--- config.mk ---
export PLATFORM = sky130hd
export DESIGN_NAME = alu_op_sequencer
export DESIGN_NICKNAME = d
export VERILOG_FILES = /design/src/rtl/alu_op_sequencer.sv
export SDC_FILE = /design/constraint.sdc
export NUM_CORES = 1
export LEC_CHECK = 0
export CAP_MARGIN = 0
export CORE_AREA = 2 2 48 50
export CTS_CLUSTER_SIZE = 28
export DETAILED_ROUTE_END_ITERATION = 8
export DIE_AREA = 0 0 50 52
export PLACE_DENSITY = 0.65
export SLEW_MARGIN = 20
export SYNTH_ARGS = -nofsm -noshare
export SYNTH_HDL_FRONTEND = slang
export SYNTH_SLANG_ARGS = --single-unit
--- constraint.sdc ---
create_clock -name clk -period 3.7 [get_ports clk]
set_input_delay 0.74 -clock clk [delete_from_list [all_inputs] [get_ports clk]]
set_output_delay 0.74 -clock clk [all_outputs]
set_load 0.01 [all_outputs]
--- src/rtl/alu_op_sequencer.sv ---
// alu_op_sequencer: registered, handshaked ALU-control decoder with optional RV32M multi-cycle hold-off.
//   Config macro: ALU_SEQ_MEXT_EN enables M-extension decode (codes 11..18) and the EXEC wait state.
//   Ports: clk, rst_n (sync, active-low), flush (sync)
//          in_valid/in_ready      : decode request handshake
//          alu_op, opcode_5, funct3, funct7_5, funct7_0 : instruction fields to decode
//          out_valid/out_ready    : result handshake, alu_ctrl/multi_cycle stable while out_valid
//          alu_ctrl [CTRL_W]      : ALU operation code
//          multi_cycle            : registered op is an M-op
//          busy                   : M-op still executing (issue must stall)
module alu_op_sequencer #(
    parameter int MUL_CYCLES = 3,
    parameter int DIV_CYCLES = 33,
    parameter int CTRL_W     = 5
) (
    input  logic              clk,
    input  logic              rst_n,
    input  logic              flush,
    input  logic              in_valid,
    output logic              in_ready,
    input  logic [1:0]        alu_op,
    input  logic              opcode_5,
    input  logic [2:0]        funct3,
    input  logic              funct7_5,
    input  logic              funct7_0,
    output logic              out_valid,
    input  logic              out_ready,
    output logic [CTRL_W-1:0] alu_ctrl,
    output logic              multi_cycle,
    output logic              busy
);
    typedef enum logic [1:0] {IDLE, EXEC, HOLD} state_t;

    localparam logic [4:0] C_ADD = 5'd0, C_SUB = 5'd1, C_AND = 5'd2, C_OR = 5'd3,
                           C_XOR = 5'd4, C_SLL = 5'd5, C_SRL = 5'd6, C_SRA = 5'd7,
                           C_SLT = 5'd8, C_SLTU = 5'd9, C_PASSB = 5'd10, C_MUL = 5'd11,
                           C_DIV = 5'd15;

    state_t            state_q, state_d;
    logic [7:0]        cnt_q, cnt_d;
    logic [CTRL_W-1:0] alu_ctrl_q, alu_ctrl_d;
    logic              mc_q, mc_d;
    logic              m_sel, accept;
    logic [4:0]        base_code, dec_code;
    logic              dec_mc;
    logic [7:0]        dec_lat;

    always_comb begin
        m_sel = 1'b0;
`ifdef ALU_SEQ_MEXT_EN
        m_sel = opcode_5 && funct7_0;
`endif
        case (funct3)
            3'b000:  base_code = (opcode_5 && funct7_5) ? C_SUB : C_ADD;
            3'b001:  base_code = C_SLL;
            3'b010:  base_code = C_SLT;
            3'b011:  base_code = C_SLTU;
            3'b100:  base_code = C_XOR;
            3'b101:  base_code = funct7_5 ? C_SRA : C_SRL;
            3'b110:  base_code = C_OR;
            default: base_code = C_AND;
        endcase
        dec_code = alu_op == 2'b00 ? C_ADD :
                   alu_op == 2'b01 ? C_SUB :
                   alu_op == 2'b11 ? C_PASSB :
                   m_sel           ? C_MUL + {2'b00, funct3} : base_code;
        dec_mc   = dec_code >= C_MUL;
        // Without the M-extension dec_code never reaches C_MUL, so the latency is always 1.
        dec_lat  = dec_code >= C_DIV ? 8'(DIV_CYCLES) : dec_code >= C_MUL ? 8'(MUL_CYCLES) : 8'd1;
    end

    always_ff @(posedge clk) begin
        if (!rst_n) begin
            state_q    <= IDLE;
            cnt_q      <= '0;
            alu_ctrl_q <= '0;
            mc_q       <= 1'b0;
        end else begin
            state_q    <= state_d;
            cnt_q      <= cnt_d;
            alu_ctrl_q <= alu_ctrl_d;
            mc_q       <= mc_d;
        end
    end

    always_comb begin
        accept     = in_valid && in_ready && !flush;
        state_d    = state_q;
        cnt_d      = cnt_q;
        alu_ctrl_d = alu_ctrl_q;
        mc_d       = mc_q;
        if (flush) begin
            state_d = IDLE;
            cnt_d   = '0;
        end else if (accept) begin
            // Covers both IDLE issue and back-to-back issue out of HOLD.
            alu_ctrl_d = CTRL_W'(dec_code);
            mc_d       = dec_mc;
            state_d    = dec_lat == 8'd1 ? HOLD : EXEC;
            cnt_d      = dec_lat - 8'd1;
        end else if (state_q == EXEC) begin
            cnt_d   = cnt_q - 8'd1;
            state_d = cnt_q == 8'd1 ? HOLD : EXEC;
        end else if (state_q == HOLD && out_ready) begin
            state_d = IDLE;
        end
    end

    always_comb begin
        in_ready  = (state_q == IDLE) || (state_q == HOLD && out_ready);
        out_valid = state_q == HOLD;
        alu_ctrl  = alu_ctrl_q;
`ifdef ALU_SEQ_MEXT_EN
        busy        = state_q == EXEC;
        multi_cycle = mc_q;
`else
        busy        = 1'b0;
        multi_cycle = 1'b0;
`endif
    end

`ifndef ALU_SEQ_MEXT_EN
    logic unused_sig;
    assign unused_sig = mc_q ^ funct7_0;
`endif
endmodule

==> Word-level counts from Yosys, hierarchy flattened <==
Index checks and enable logic that the tools add are counted.
{ "word_totals": {"wordCells": 49, "regBits": 15, "in_bits": 13, "out_inout_bits": 9} }
{ "classes": {"addsub": 2, "reduce_logical": 13, "muxes": 15, "eq_ne": 12, "n_bitwise": 2, "n_lt_le_gt_ge": 2} }
{ "ops": {"columns": ["op", "count"], "rows": [
  ["one-hot mux 4 bit (7 select lines)", 1],
  ["2-to-1 mux 8 bit", 2],
  ["2-to-1 mux 5 bit", 3],
  ["2-to-1 mux 2 bit", 6],
  [">= comparator 5 x 4 -> 1 bit (second input constant)", 2],
  ["== test 3 bit (second input constant)", 3],
  ["== test 8 x 1 -> 1 bit (second input constant)", 1],
  ["subtractor 8 x 1 -> 8 bit (second input constant)", 1],
  ["subtractor 6 x 1 -> 7 bit (second input constant)", 1],
  ["== test 3 x 2 -> 1 bit (second input constant)", 2],
  ["== test 6 x 1 -> 1 bit (second input constant)", 1],
  ["2-to-1 mux 6 bit", 1],
  ["== test 2 x 1 -> 1 bit (second input constant)", 2],
  ["== test 2 bit (second input constant)", 2],
  ["logical AND 1 bit", 4],
  ["zero test 2 bit", 2],
  ["== test 3 x 1 -> 1 bit (second input constant)", 1],
  ["zero test 3 bit", 1],
  ["nonzero test 3 bit", 1],
  ["2-to-1 mux 1 bit", 2],
  ["NOT 1 bit", 2],
  ["AND reduction 2 bit", 1],
  ["nonzero test 2 bit", 1],
  ["OR reduction 2 bit", 1],
  ["2 further kinds", 2]
]} }

==> Logic depth before layout (Yosys ltp) <==
Gate-level depths: netlist of the first run.
{ "logic_depth": {"depth_word": 12, "depth_mapped": 6, "depth_no_buf": 6} }

==> Worst setup path before layout of the first run <==
No wires, ideal clock.
{ "synth_path": {"path_kind": "in2out", "from": "input port out_ready", "to": "output port in_ready", "n_path_buf": 0, "required_ns": 2.960, "stages": 2, "slack_ns": 1.900, "t_arrival_ns": 1.060, "cell_sequence": "nor2b_1 -> nor2_1"} }
{ "synth_via": {"elab_chain_cells": 2} }
{ "synth_lines": {"columns": ["element", "line_no", "source"], "rows": [
  ["start, declared", "26", "input logic out_ready,"],
  ["logical AND 1 bit", "109", "in_ready = (state_q == IDLE) || (state_q == HOLD && out_ready);"],
  ["logical OR 1 bit", "109", null],
  ["end, declared", "19", "output logic in_ready,"]
]} }
No other way between the ends.

==> Final worst setup path of the first run <==
Ends and elaborated chain as after synthesis.

==> impl_metrics.env, run 1 <==
export IMPL_skew_ns=0.00197
export IMPL_hpwl_um=1120
export IMPL_clock_sinks=14
export IMPL_r2r_end="cnt_q[7]"
export IMPL_async_reset_ff_frac=0
export IMPL_ys_flop_type="dfxtp_1"
export IMPL_fillers=212
export IMPL_yosysSeqAreaShare=0.359
export IMPL_ios=22
export IMPL_switching_power_mw=0.0749
export IMPL_die_x_um=50
export IMPL_cts_hold_buf=0
export IMPL_die_h_um=52
export IMPL_cp_start_kind="primary input"
export IMPL_power_density_nw_per_um2=300
export IMPL_critPathMaxFanout=4
export IMPL_antenna_found_initial=0
export IMPL_dr_first_iter_drc_count=4
export IMPL_clk_insertion_delay_late_ns=0.28
export IMPL_hold_viol_final=0
export IMPL_arrival_ns=1.97
export IMPL_row_count=17
export IMPL_critical_path_endpoint_type="output pin"
export IMPL_coreArea_um2=2110
export IMPL_port_buffers=17
export IMPL_holdPathEnd="alu_ctrl[1]"
export IMPL_num_antenna_cells=0
export IMPL_cts_made_buffers=3
export IMPL_viasPerCell=4.94
export IMPL_ant_nets=0
export IMPL_ys_warn_count=0
export IMPL_cp_data_required_time_ns=2.96
export IMPL_min_period_ns=2.71
export IMPL_cts_resized=0
export IMPL_intPower_mw=0.222
export IMPL_fmax_ghz=0.368
export IMPL_seq_power_share=0.534
export IMPL_cts_setup_buffers=0
export IMPL_holdPathStages=2
export IMPL_finalSetupViolations=0
export IMPL_grt_max_degree=10
export IMPL_cts_tree="built"
export IMPL_grt_pass1_wl_um=2520
export IMPL_wl_per_cell_um=10.4
export IMPL_clk_path_buf_depth=2
export IMPL_netlist_instances=89
export IMPL_cts_clk_slew_worst_paths_ns=0.08
export IMPL_status="finished, final reports clean"
export IMPL_firstDrtPassIters=3
export IMPL_wl_um=1400
export IMPL_drc=0
export IMPL_r2r_start="state_q[0]"
export IMPL_fin_tns_setup_ns=0
export IMPL_ir_worst_vdd_mv=0.164
export IMPL_p_comb_frac=0.182
export IMPL_cap_viol_max_count=0
export IMPL_finalPower_mw=0.297
export IMPL_cts_htree_levels=1
export IMPL_p_leak_nw=0.348
export IMPL_rsz0062_at_grt="false"
export IMPL_hold_path_class="reg -> reg"
export IMPL_worstMarginPinSlew_ns=0.525
export IMPL_p_clk_frac=0.284
export IMPL_worstSetupPathType="in -> out"
export IMPL_synth_seq_cells=14
export IMPL_reg2regPathDepth=4
export IMPL_grt_usage=0.128
export IMPL_power_switching_share=0.252
export IMPL_die_area_um2=2600
export IMPL_fin_crit_sh=0.734
export IMPL_gp_congestion=0.735
export IMPL_root_buffer="clkbuf_4"
export IMPL_maxSlewViolCount=0
export IMPL_rrSetupSlack_ns=2.02
export IMPL_ys_types=35
export IMPL_area_delta_synth_final_pct=26.6
export IMPL_start_util=0.371
export IMPL_synth_enable_flop_cells=0
export IMPL_vias=667
export IMPL_final_layout_size_suffix_gt1_frac=0.0841
export IMPL_slew_headroom=0.649
export IMPL_holdCritStartpoint="alu_ctrl[1]"
export IMPL_syn_area_per_cell_um2=8.77
export IMPL_netlist_area_um2=781
export IMPL_grt_overflow_total=0
export IMPL_fin_nets=124
export IMPL_grt_pass1_vias=621
==> cells by family after synthesis <==
kind of cell,share of synthesized area
AO/OA/AOI/OAI,0.199
XOR/XNOR,0.0673
adder cells (fa/ha/maj),0.0320
buffers and inverters,0.0545
flip-flops,0.359
other,0.00480
AND/OR/NAND/NOR,0.284
==> layout by cell type (no fill, tap or decap), drive strengths merged <==
master,count
nor2,12
o21ba,1
nand3b,1
a2111oi,1
o31ai,1
ha,2
xor2,3
a21boi,2
a311oi,1
xnor2,3
or4,2
nand2b,5
o211ai,1
conb,3
and3b,1
o2111ai,2
inv,4
nand3,1
o21ai,5
a221oi,1
or3,1
o21a,1
o21bai,1
clkdlybuf4s50,17
nor4b,1
nor2b,6
a31oi,1
a41o,1
a21oi,3
dfxtp,14
nand2,3
clkbuf,3
nor3,3
==> registers in the layout, indices dropped and copies added, names as in the netlist <==
register  cells
alu_ctrl      4
cnt_q         8
state_q       2
==> how the worst max path moves through the flow <==
stage	cells past startpoint	slack [ns]	startpoint	end
3_3_place_gp	4	0.99	out_ready	in_ready
5_1_grt	4	0.88	out_ready	in_ready
3_5_place_dp	4	0.97	out_ready	in_ready
6_report	4	0.99	out_ready	in_ready
2_1_floorplan	2	1.90	out_ready	in_ready
4_1_cts	4	0.97	out_ready	in_ready
==> cells in the mapped netlist (all sizes together) (2+ instances only) <==
library cell	count	area [um^2]
nand2	3	11.3
dfxtp	14	280
buf	3	22.5
nor3	3	20.0
xnor2	3	26.3
xor2	3	26.3
o21ai	5	25.0
ha	2	25.0
o2111ai	2	17.5
a21oi	3	15.0
nand2b	5	31.3
inv	4	15.0
nor2b	6	37.5
a21boi	2	15.0
nor2	12	45.0
or4	2	18.8
==> power by group through the flow <==
stage                     Sequential (mW)  Combinational [mW]  Clock [mW]
after floorplan                     0.162              0.0308           0
after global placement              0.162              0.0535           0
after detailed placement            0.162              0.0543           0
after CTS                           0.159              0.0545      0.0895
after global routing                0.159              0.0610      0.0960
final                               0.159              0.0540      0.0843
==> metal layers <==
| metal | global-route usage | up-vias | routed length (um) |
|---|---|---|---|
| li1 | - | 344 | - |
| met1 | 0.158 | 308 | 644 |
| met2 | 0.197 | 11 | 691 |
| met3 | 0.0172 | 4 | 20 |
| met4 | 0.111 | 0 | 47 |
| met5 | 0 | - | 0 |
==> critical path, stage by stage <==
cell             delay (ns)
clkdlybuf4s50_1        0.41
nor2b_1                0.27
nor2_1                 0.07
clkdlybuf4s50_1        0.48
==> area by class of cell <==
class                      count  area (um^2)  area share
inverter                       4         15.0      0.0152
multi-input combinational     69          465       0.471
clock buffer                   3         22.5      0.0228
sequential                    14          280       0.284
timing repair buffer          17          170       0.172
tap                           28         35.0      0.0354
==> through the flow <==
step,setup WS [ns],std cells,hold WS (ns),cell area (um^2),util
after global placement,0.989,132,0.455,966,0.459
final,0.986,135,0.469,988,0.469
after floorplan,1.90,91,0.480,788,-
after global routing,0.880,135,0.515,988,0.469
after CTS,0.970,135,0.474,988,0.469
after detailed placement,0.971,132,0.462,966,0.459
(Power assumes the default switching activity.)
==> inputs of run 2 (changes only) <==
Clock period 3.7 ns to 2.65 ns, I/O delays scaled along.
==> run 2 against run 1 <==
Effect of this change: design area increased by 1.4%; sequential power increased by 40%; via count decreased by 0.45%; global-route usage increased by 0.47 points; first-iteration DRC count increased by 25%; register-to-register slack got worse by 1.1 ns; sequential share of layout area decreased by 0.39 points; count of clock-buffer cells in the layout increased by 1; core utilization increased by 0.65 points; critical endpoint unchanged; largest power group unchanged.
==> impl_metrics.env, run 2 (same netlist as run 1, synthesis figures left out) <==
export IMPL_cts_clk_slew_worst_paths_ns=0.08
export IMPL_cts_hold_buf=0
export IMPL_antenna_found_initial=0
export IMPL_finalSetupViolations=0
export IMPL_ios=22
export IMPL_maxSlewViolCount=0
export IMPL_hpwl_um=1150
export IMPL_reg2regPathDepth=4
export IMPL_p_leak_nw=0.356
export IMPL_start_util=0.371
export IMPL_slew_headroom=0.650
export IMPL_cts_resized=0
export IMPL_grt_pass1_wl_um=2530
export IMPL_fin_util=0.476
export IMPL_die_h_um=52
export IMPL_hold_path_class="reg -> reg"
export IMPL_pre_cts_ws_ns=0.344
export IMPL_grt_max_degree=10
export IMPL_vias=664
export IMPL_met1_usage=0.158
export IMPL_critical_path_endpoint_type="output pin"
export IMPL_grt_pass1_vias=591
export IMPL_arrival_ns=1.77
export IMPL_holdPathEnd="alu_ctrl[1]"
export IMPL_seq_area_um2=280
export IMPL_skew_ns=0.00255
export IMPL_holdCritStartpoint="alu_ctrl[1]"
export IMPL_grtUsageMet3=0.0259
export IMPL_port_buffers=17
export IMPL_worstMarginPinSlew_ns=0.523
export IMPL_place_inst=132
export IMPL_grt_overflow_total=0
export IMPL_drc=0
export IMPL_dr_first_iter_drc_count=5
export IMPL_finalPower_mw=0.449
export IMPL_firstDrtPassIters=4
export IMPL_critPathMaxFanout=4
export IMPL_area_delta_synth_final_pct=28.4
export IMPL_holdPathStages=2
export IMPL_final_cells=136
export IMPL_cts_made_buffers=3
export IMPL_fin_nets=124
export IMPL_regMostFlops="cnt_q"
export IMPL_ir_worst_vdd_mv=0.263
export IMPL_cts_tree="built"
export IMPL_cap_viol_max_count=0
export IMPL_fmax_ghz=0.434
export IMPL_fillers=198
export IMPL_cts_setup_buffers=0
export IMPL_die_area_um2=2600
export IMPL_grt_usage=0.133
export IMPL_clk_insertion_delay_late_ns=0.28
export IMPL_fin_crit_sh=0.869
export IMPL_die_x_um=50
export IMPL_cp_start_kind="primary input"
export IMPL_hold_viol_final=0
export IMPL_layout_common_cells="clkdlybuf4s50_1 (17), dfxtp_1 (14), nor2_1 (12)"
export IMPL_min_period_ns=2.30
export IMPL_worstSetupPathType="in -> out"
export IMPL_r2r_end="cnt_q[7]"
export IMPL_ant_nets=0
export IMPL_largest_reg_flops=8
export IMPL_fin_tns_setup_ns=0
export IMPL_row_count=17
export IMPL_root_buffer="clkbuf_4"
export IMPL_wl_per_cell_um=10.6
export IMPL_holdWs_ns=0.476
export IMPL_num_antenna_cells=0
export IMPL_setup_slack_ns=0.347
export IMPL_place_area_um2=966
export IMPL_finalInstanceArea_um2=1000
export IMPL_grt_most_used_layer="met2"
export IMPL_cp_startpoint="out_ready"
export IMPL_status="finished, final reports clean"
export IMPL_clk_path_buf_depth=2
export IMPL_coreArea_um2=2110
export IMPL_cp_data_required_time_ns=2.12
export IMPL_gp_congestion=0.724
export IMPL_multi_input_area_um2=465
export IMPL_final_layout_size_suffix_gt1_frac=0.0926
export IMPL_rsz0062_at_grt="false"
export IMPL_cts_htree_levels=1
export IMPL_met2_usage=0.200
export IMPL_final_common_cell="clkdlybuf4s50_1"
export IMPL_viasPerCell=4.88
export IMPL_power_density_nw_per_um2=448
export IMPL_r2r_start="state_q[0]"
export IMPL_clock_sinks=14
export IMPL_wl_um=1440
export IMPL_rrSetupSlack_ns=0.96
[run 2: cell types whose count changed in the layout (fill, tap and decap cells not counted)]
cell	change
clkbuf_8	+1
[run 2: worst max-delay path by stage]
stage	to
after floorplan	state_q[0]
after global placement	in_ready
after detailed placement	in_ready
after CTS	in_ready
after global routing	in_ready
final	in_ready
[run 2: worst max-delay path, cell delays in order]
cell and delay, ns:
clkdlybuf4s50_1 0.41, nor2b_1 0.27, nor2_1 0.07, clkdlybuf4s50_1 0.48
[run 2: final cells by class]
cell class                 count  area share
multi-input combinational     69       0.464
inverter                       4      0.0150
timing repair buffer          17       0.170
sequential                    14       0.280
tap                           28      0.0350
clock buffer                   4      0.0362
[run 2: per-layer routing]
layer	vias to the layer above	part of all wire
met5	-	0
met4	0	0.040
met3	4	0.020
met2	11	0.48
met1	305	0.46
li1	344	-
[run 2: report_power, final]
part	leakage (nW)	internal, mW	switching (mW)
clock	0.0210	0.0836	0.0687
combinational	0.221	0.0414	0.0341
sequential	0.113	0.216	0.00572
